--- src/rtl/mac_operand_sequencer.sv ---
// mac_operand_sequencer
//   Collects DEPTH operand pairs (A, B) from a producer, then streams them
//   one pair per cycle into the downstream multiply-accumulate unit.
//   A 2-bit state code (FILL=0, EXEC=1, DONE=2) and a done flag let board
//   logic wait for the run to finish before reading the accumulator.
//
// Ports
//   clk       system clock, all logic on posedge
//   rst       synchronous active-high reset
//   start     one-cycle pulse, restarts a run from DONE (ignored elsewhere)
//   stall     downstream back-pressure, pauses draining in EXEC
//   in_valid  producer offers in_a/in_b this cycle
//   in_a/in_b operand pair from the producer
//   in_ready  sequencer accepts a pair this cycle (combinational)
//   mac_en    mac_a/mac_b valid, MAC accumulates this cycle
//   mac_clr   one-cycle accumulator clear after reset and on restart
//   mac_a/b   registered operands to the MAC
//   state     0=FILL, 1=EXEC, 2=DONE
//   done      high while in DONE
//   fill_cnt  pairs currently buffered
module mac_operand_sequencer #(
  parameter int DATA_WIDTH = 8,
  parameter int DEPTH      = 8,
  parameter int CNT_WIDTH  = $clog2(DEPTH) + 1
) (
  input  logic                  clk,
  input  logic                  rst,
  input  logic                  start,
  input  logic                  stall,
  input  logic                  in_valid,
  input  logic [DATA_WIDTH-1:0] in_a,
  input  logic [DATA_WIDTH-1:0] in_b,
  output logic                  in_ready,
  output logic                  mac_en,
  output logic                  mac_clr,
  output logic [DATA_WIDTH-1:0] mac_a,
  output logic [DATA_WIDTH-1:0] mac_b,
  output logic [1:0]            state,
  output logic                  done,
  output logic [CNT_WIDTH-1:0]  fill_cnt
);

  localparam int AW = $clog2(DEPTH);
  localparam logic [CNT_WIDTH-1:0] FULL = CNT_WIDTH'(DEPTH);
  localparam logic [CNT_WIDTH-1:0] LAST = CNT_WIDTH'(DEPTH - 1);
  localparam logic [CNT_WIDTH-1:0] ONE  = CNT_WIDTH'(1);

  typedef enum logic [1:0] {
    S_FILL = 2'd0,
    S_EXEC = 2'd1,
    S_DONE = 2'd2
  } state_t;

  state_t                 state_q;
  logic [CNT_WIDTH-1:0]   rd_ptr;
  logic [DATA_WIDTH-1:0]  mem_a [DEPTH];
  logic [DATA_WIDTH-1:0]  mem_b [DEPTH];
  logic                   hs;

  assign in_ready = (state_q == S_FILL) && (fill_cnt < FULL);
  assign hs       = in_valid && in_ready;
  assign state    = state_q;
  assign done     = (state_q == S_DONE);

  // NOTE: the operand arrays carry no reset; stale contents are harmless
  // because fill_cnt/rd_ptr restart at zero and every entry is rewritten
  // before it is read. Leaving memories unreset lets them map to RAM.
  always_ff @(posedge clk) begin
    if (!rst && hs) begin
      mem_a[fill_cnt[AW-1:0]] <= in_a;
      mem_b[fill_cnt[AW-1:0]] <= in_b;
    end
  end

  // NOTE: all state here updates with non-blocking assignments so every
  // register samples pre-edge values; blocking here would let later lines
  // see this cycle's updates and break the one-cycle operand latency.
  always_ff @(posedge clk) begin
    if (rst) begin
      state_q  <= S_FILL;
      fill_cnt <= '0;
      rd_ptr   <= '0;
      mac_en   <= 1'b0;
      mac_a    <= '0;
      mac_b    <= '0;
      mac_clr  <= 1'b1;
    end else begin
      // Strobes default low; each branch raises them only when needed.
      mac_clr <= 1'b0;
      mac_en  <= 1'b0;
      unique case (state_q)
        S_FILL: begin
          // The full cycle stays in FILL with in_ready low, so a pair
          // offered while full is simply not accepted.
          if (fill_cnt == FULL) begin
            state_q <= S_EXEC;
          end else if (hs) begin
            fill_cnt <= fill_cnt + ONE;
          end
        end
        S_EXEC: begin
          // Stall wins over the pop: pointer and operands hold.
          if (!stall) begin
            mac_a  <= mem_a[rd_ptr[AW-1:0]];
            mac_b  <= mem_b[rd_ptr[AW-1:0]];
            mac_en <= 1'b1;
            rd_ptr <= rd_ptr + ONE;
            if (rd_ptr == LAST) begin
              state_q <= S_DONE;
            end
          end
        end
        S_DONE: begin
          // Restart takes priority over any pair offered this cycle; it is
          // not captured because in_ready is low outside FILL.
          if (start) begin
            fill_cnt <= '0;
            rd_ptr   <= '0;
            mac_clr  <= 1'b1;
            state_q  <= S_FILL;
          end
        end
        default: begin
          state_q <= S_FILL;
        end
      endcase
    end
  end

endmodule

--- config.mk ---
export PLATFORM = sky130hd
export DESIGN_NAME = mac_operand_sequencer
export DESIGN_NICKNAME = d
export VERILOG_FILES = /design/src/rtl/mac_operand_sequencer.sv
export SDC_FILE = /design/constraint.sdc
export NUM_CORES = 1
export LEC_CHECK = 0
export ABC_AREA = 1
export CAP_MARGIN = 0
export CORE_UTILIZATION = 50
export DETAILED_ROUTE_END_ITERATION = 12
export GPL_TIMING_DRIVEN = 0
export PLACE_DENSITY_LB_ADDON = 0.25
export RECOVER_POWER = 25
export SKIP_LAST_GASP = 1
export SYNTH_ARGS = -nofsm -noshare
export SYNTH_HDL_FRONTEND = slang
export SYNTH_SLANG_ARGS = --single-unit
--- constraint.sdc ---
create_clock -name clk -period 6.6 [get_ports clk]
set_input_delay 1.32 -clock clk [delete_from_list [all_inputs] [get_ports clk]]
set_output_delay 1.32 -clock clk [all_outputs]
set_load 0.01 [all_outputs]
# --- Word level (Yosys, flattened, before mapping) ---
# Memories as Yosys holds them, arrays and structs flattened. A register that Yosys moved wholly into a read port is not among the register bits.
# Index checks and enable logic that the tools add are counted.
op_classes:
  eq_ne: 10
  mux: 16
  addsub: 2
  n_reduce_logical: 12
  magnitude_cmp: 1
  bitwise_logic: 2
op_table:
  columns: ["cell", "n"]
  rows:
  - ["$mux 4", 4]
  - ["$pmux 4 s2", 2]
  - ["$ne 2x2->1 const B", 5]
  - ["$add 4x1->4 const B", 2]
  - ["$mux 2", 4]
  - ["$reduce_and 4->1", 2]
  - ["$pmux 2 s3", 1]
  - ["$mux 1", 5]
  - ["$eq 4x3->1 const B", 1]
  - ["$eq 4x4->1 const B", 1]
  - ["$lt 4x4->1 const B", 1]
  - ["$reduce_bool 2->1", 2]
  - ["$logic_and 1x1->1", 3]
  - ["$reduce_and 3->1", 1]
  - ["$eq 2x1->1 const B", 1]
  - ["$eq 2x2->1 const B", 1]
  - ["$logic_not 2->1", 1]
  - ["$ne 2x1->1 const B", 1]
  - ["$not 1->1", 2]
  - ["$reduce_and 2->1", 1]
  - ["$reduce_or 2->1", 1]
  - ["$logic_not 1->1", 1]
word_totals:
  input_bits: 21
  output_inout_bits: 26
  ram_bits: 128
  memories: 2
  reg_bits: 12
  wordCells: 50
mem_list:
  columns: ["name", "depth", "word_bits", "read_ports", "rd_ports_with_merged_regs", "write_ports", "line_no", "text"]
  rows:
  - ["mem_a", 8, 8, 1, 1, 1, "56", "logic [DATA_WIDTH-1:0] mem_a [DEPTH];"]
  - ["mem_b", 8, 8, 1, 1, 1, "57", "logic [DATA_WIDTH-1:0] mem_b [DEPTH];"]

# --- Logic depth before layout (Yosys ltp) ---
# Gate-level depths: netlist of run 1.
depth:
  depth_word: 6
  mapped_depth: 9
  depth_no_buf: 7

# --- Least setup slack after synthesis of run 1 ---
# OpenSTA, ideal clock, no wires.
synth_path:
  kind: "input-to-reg"
  start: "input port in_valid"
  end: "memory mem_a[4][0], enable pin"
  required_time_ns: 6.191
  n_path_buf: 0
  arrival_time_ns: 2.801
  setup_slack_ns: 3.390
  setup_ns: 0.409
  path_stages: 4
  cell_sequence: "nand3_1 > nor2_1 > nand2_1 > nor3_1"
synth_between:
  elab_chain_len: 4
synth_lines:
  columns: ["element", "line_no", "text"]
  rows:
  - ["from (decl)", "30", "input logic in_valid,"]
  - ["$logic_and 1x1->1", "61", "assign hs = in_valid && in_ready;"]
  - ["$logic_and 1x1->1", "69", "if (!rst && hs) begin"]
  - ["$mux 1", "69", null]
  - ["$mux 1 (not written as such)", "70", "mem_a[fill_cnt[AW-1:0]] <= in_a;"]
  - ["to (decl)", "56", null]
# Every way passes these cells.

# --- Worst setup path after layout of run 1 ---
layout_path:
  start: "input port in_valid"
  end: "memory mem_a[4][2], enable pin"
# Same word-level chain as after synthesis.

==> results of run 1 <==
[layer usage]
metal	up-vias	wire length [um]	GRT usage [%]
met1	2236	6590	34.0
met2	255	7920	42.2
met3	24	1430	7.22
met5	-	0	0
met4	0	362	11.5
li1	2233	-	-
[power groups by stage]
| stage | Clock (W) | Combinational, W | Sequential (W) |
|---|---|---|---|
| 2_1_floorplan | 0 | 0.0000198 | 0.00110 |
| 3_3_place_gp | 0 | 0.0000507 | 0.00110 |
| 3_5_place_dp | 0 | 0.0000583 | 0.00110 |
| 4_1_cts | 0.000970 | 0.0000587 | 0.00108 |
| 5_1_grt | 0.00101 | 0.0000628 | 0.00108 |
| 6_report | 0.000964 | 0.0000574 | 0.00108 |
[logic make-up after synthesis]
logic type | Yosys count
AOI/OAI and AO/OA | 29
and+or+nand+nor | 314
DFF | 156
adders and majority gates | 3
buffers and inverters | 138
[worst max-delay path, delay by kind of cell]
family / cells / cell delay, ns
buffers and inverters: 2 / 0.72
AND/OR/NAND/NOR: 4 / 1.17
[stage by stage]
stage,std cells,utilization (%),area [um2],hold slack [ns]
floorplan,640,-,6480,0.467
CTS,898,62.6,7900,0.467
global placement,858,56.7,7150,0.457
detailed placement,866,58.0,7320,0.458
global route,898,62.6,7900,0.489
finish,898,62.6,7900,0.467
[flip-flops by register name (all words and copies together), names as in the netlist]
| register | flops |
|---|---|
| fill_cnt | 4 |
| mac_a | 8 |
| mac_b | 8 |
| mac_clr | 1 |
| mac_en | 1 |
| mem_a | 64 |
| mem_b | 64 |
| rd_ptr | 4 |
| state | 2 |
[layout by cell type (no fill, tap or decap), types with 3 or more instances in the layout]
cell / Yosys / layout
sky130_fd_sc_hd__dlygate4sd3_1: 0 / 10
sky130_fd_sc_hd__inv_1: 105 / 105
sky130_fd_sc_hd__nand3_1: 99 / 99
sky130_fd_sc_hd__nor3_2: 1 / 3
sky130_fd_sc_hd__clkdlybuf4s50_1: 0 / 36
sky130_fd_sc_hd__edfxtp_1: 128 / 128
sky130_fd_sc_hd__buf_8: 0 / 6
sky130_fd_sc_hd__ha_1: 3 / 3
sky130_fd_sc_hd__clkbuf_16: 0 / 17
sky130_fd_sc_hd__dfxtp_1: 28 / 28
sky130_fd_sc_hd__buf_2: 17 / 17
sky130_fd_sc_hd__nor2_2: 1 / 7
sky130_fd_sc_hd__nor2_1: 12 / 6
sky130_fd_sc_hd__clkinv_1: 2 / 3
sky130_fd_sc_hd__buf_4: 4 / 4
sky130_fd_sc_hd__bufinv_16: 0 / 3
sky130_fd_sc_hd__a21oi_1: 24 / 24
sky130_fd_sc_hd__nand2_1: 191 / 191
sky130_fd_sc_hd__clkbuf_1: 5 / 6
sky130_fd_sc_hd__buf_1: 3 / 3
sky130_fd_sc_hd__clkinv_2: 0 / 7
sky130_fd_sc_hd__nor3_1: 7 / 5
[worst paths after layout]
path	from	end
worst max-delay path	in_valid	mem_a[4][2]$_DFFE_PP_
worst min register to register	mac_b[3]$_SDFFE_PP0P_	mac_b[3]$_SDFFE_PP0P_
worst min-delay path	mac_b[3]$_SDFFE_PP0P_	mac_b[3]$_SDFFE_PP0P_
worst max register to register	state[1]$_SDFFE_PP0P_	mem_a[4][2]$_DFFE_PP_
[final cells by class]
class	instances	area, um2
well taps	172	215
clock buffers	18	429
multi-input cells	346	1540
plain buffers	29	145
flip-flops and latches	156	4400
fillers	984	4720
repair buffers	54	606
clock inverters	14	153
inverters	109	409
==> flow_summary.rst, run 1 <==
.. list-table::
   :header-rows: 1

   * - Metric
     - Value
   * - Count of maximum capacitance violations
     - 0
   * - Number of global-route vias before repair
     - 4489
   * - Part of the power in the clock network
     - 45.9%
   * - Total number of nets in the final design
     - 737
   * - Pre-CTS setup slack
     - 3.07 ns
   * - Routed WL
     - 16300 um
   * - Synthesized-area fraction occupied by and/or/nand/nor cells
     - 20.5%
   * - Largest cells by area after synthesis
     - sky130_fd_sc_hd__edfxtp_1, sky130_fd_sc_hd__nand2_1, sky130_fd_sc_hd__dfxtp_1
   * - Number of buffers inserted for hold repair after clock tree synthesis
     - 0
   * - Worst path max stage delay
     - 0.72 ns
   * - Hold Path Depth
     - 2
   * - Sequential share of power
     - 51.4%
   * - Hold/Removal Path Class
     - reg -> reg
   * - Cell count after synthesis
     - 640
   * - Setup TNS
     - 0 ns
   * - Top post-synthesis cells by count
     - sky130_fd_sc_hd__nand2_1, sky130_fd_sc_hd__edfxtp_1, sky130_fd_sc_hd__inv_1, sky130_fd_sc_hd__nand3_1, sky130_fd_sc_hd__dfxtp_1
   * - Post-cts resize count
     - 0
   * - Largest family of logic cells by synthesized area
     - simple AND/OR/NAND/NOR gates
   * - Sequential share of the synthesized area
     - 68.0%
   * - Internal power
     - 0.00169 W
   * - Cell depth of the worst flop-to-flop path
     - 6
   * - Clock tree skew after final layout
     - 0.0116 ns
   * - Vertical extent of the die
     - 116 um
   * - Number of buffers inserted by post-CTS setup repair
     - 0
   * - Total number of vias
     - 4748
   * - DRC errors left
     - 0
   * - Switching Share
     - 19.8%
   * - DRT antenna net count
     - 0
   * - Antenna violations before repair
     - 0
   * - Post-detail-place hpwl
     - 10300 um
   * - Switch Pwr
     - 0.000416 W
   * - Crit path capture type
     - flip-flop
   * - Number of failing hold endpoints at the final stage
     - 0
   * - Number of I/O pins
     - 47
   * - Setup slack of the critical path after layout
     - 3.50 ns
   * - Post-synthesis mux area share
     - 0%
   * - Worst rel slew slack
     - 38.9%
   * - Critical Setup Path Class
     - in -> reg
   * - Status
     - finished, final reports clean
   * - Synth unique cells
     - 22
   * - Final max-slew violation count
     - 0
   * - Overall Power
     - 0.00210 W
   * - Part of the total power dissipated in combinational logic
     - 2.7%
   * - Power Density
     - 266 nW/um2
   * - Share of post-route cells with drive strength above 1
     - 9.78%
   * - Dominant cell by count in the synthesized netlist
     - sky130_fd_sc_hd__nand2_1
   * - Post-synthesis instance area
     - 6480 um2
   * - Worst setup SP type
     - primary input
   * - Setup repair after global routing missed its margin
     - false
   * - Wire per inst
     - 18.2 um
   * - Effective utilization at floorplan
     - 51.3%
   * - Worst skew pair latency
     - 0.43 ns
   * - Count of antenna diodes in the layout
     - 0
   * - Crit path time final
     - 3.10 ns
   * - Critical path peak fanout
     - 9
   * - First-pass GRT wire length
     - 24700 um
   * - Count of final setup violators
     - 0
   * - Number of clock buffers inserted by TritonCTS
     - 17
   * - Static power due to leakage
     - 3.21 nW
   * - Top achievable clock speed
     - 323 MHz
   * - Count of flip-flops with a built-in enable after synthesis
     - 128
   * - Total number of placement rows
     - 41
   * - Grt ovf
     - 0
   * - Area enclosed by the die boundary
     - 13400 um2
   * - Adder and majority gate portion of the synthesized area
     - 0.580%
   * - Area of the core
     - 12600 um2
   * - Post-synth top area share
     - 59.4%
   * - Gp weighted congestion
     - 0.818
   * - Ys async rst share
     - 0%
   * - Net count after synthesis
     - 664
   * - Dominant register cell in the synthesized netlist
     - sky130_fd_sc_hd__edfxtp_1
   * - Period utilisation layout
     - 46.9%
   * - Maximum number of pins on one net before global-route repair
     - 17
   * - First drt pass iteration count
     - 7
   * - YS warnings
     - 0
   * - Overall Global Routing Usage
     - 26.4%
   * - Buffer depth of the longest clock path
     - 2
   * - Clock tree root driver cell
     - sky130_fd_sc_hd__clkbuf_16
   * - Xor-xnor portion of the synthesized cell area
     - 0%
   * - Library cell contributing the largest single delay on the critical path
     - sky130_fd_sc_hd__nor3_2
   * - Port Buffer Count
     - 46
   * - Endpoint required time on the critical path
     - 6.74 ns
   * - Via-to-Cell Ratio
     - 5.29
   * - Worst-margin pin slew
     - 0.911 ns
   * - Number of levels in the clock H-tree
     - 4
   * - Synth-to-Final Area Change
     - 22.0%
   * - Critical path, cell by cell
     - clkdlybuf4s50_1, nand3_1, nor2_1, nand2_1, nor3_2, buf_8
   * - Post-synthesis compound-gate area fraction
     - 2.36%
   * - Post-CTS clock slew at the launch and capture registers of the worst setup and hold paths
     - 0.06 ns
   * - Die boundary width
     - 116 um
   * - Number of synthesized register bits
     - 156
   * - Setup slack of the most critical reg-to-reg path
     - 4.37 ns
   * - Largest area contributor in the netlist
     - sky130_fd_sc_hd__edfxtp_1
   * - Clock tree from TritonCTS
     - yes
   * - Post-synthesis area per instance
     - 10.1 um2
   * - Data arrival time of the critical path
     - 3.23 ns
   * - Iteration-0 DRC Markers
     - 566
   * - Peak supply drop
     - 171 uV
   * - Number of clock sinks seen by CTS
     - 156
(Power assumes the default switching activity.)
==> run 2, diff against run 1 <==
- clock period: 6.6 -> 3.1 ns (I/O delays scaled with it)
==> results of run 2 <==
Same layout as run 1 (identical final DEF). Status: finished, final reports clean.
Among the figures that moved: setup slack after placement 3.07 ns -> 0.274 ns; setup slack after layout 3.50 ns -> 0.703 ns; register-to-register setup slack 4.37 ns -> 0.87 ns; total power 0.00210 W -> 0.00447 W; worst IR drop on VDD 171 uV -> 365 uV
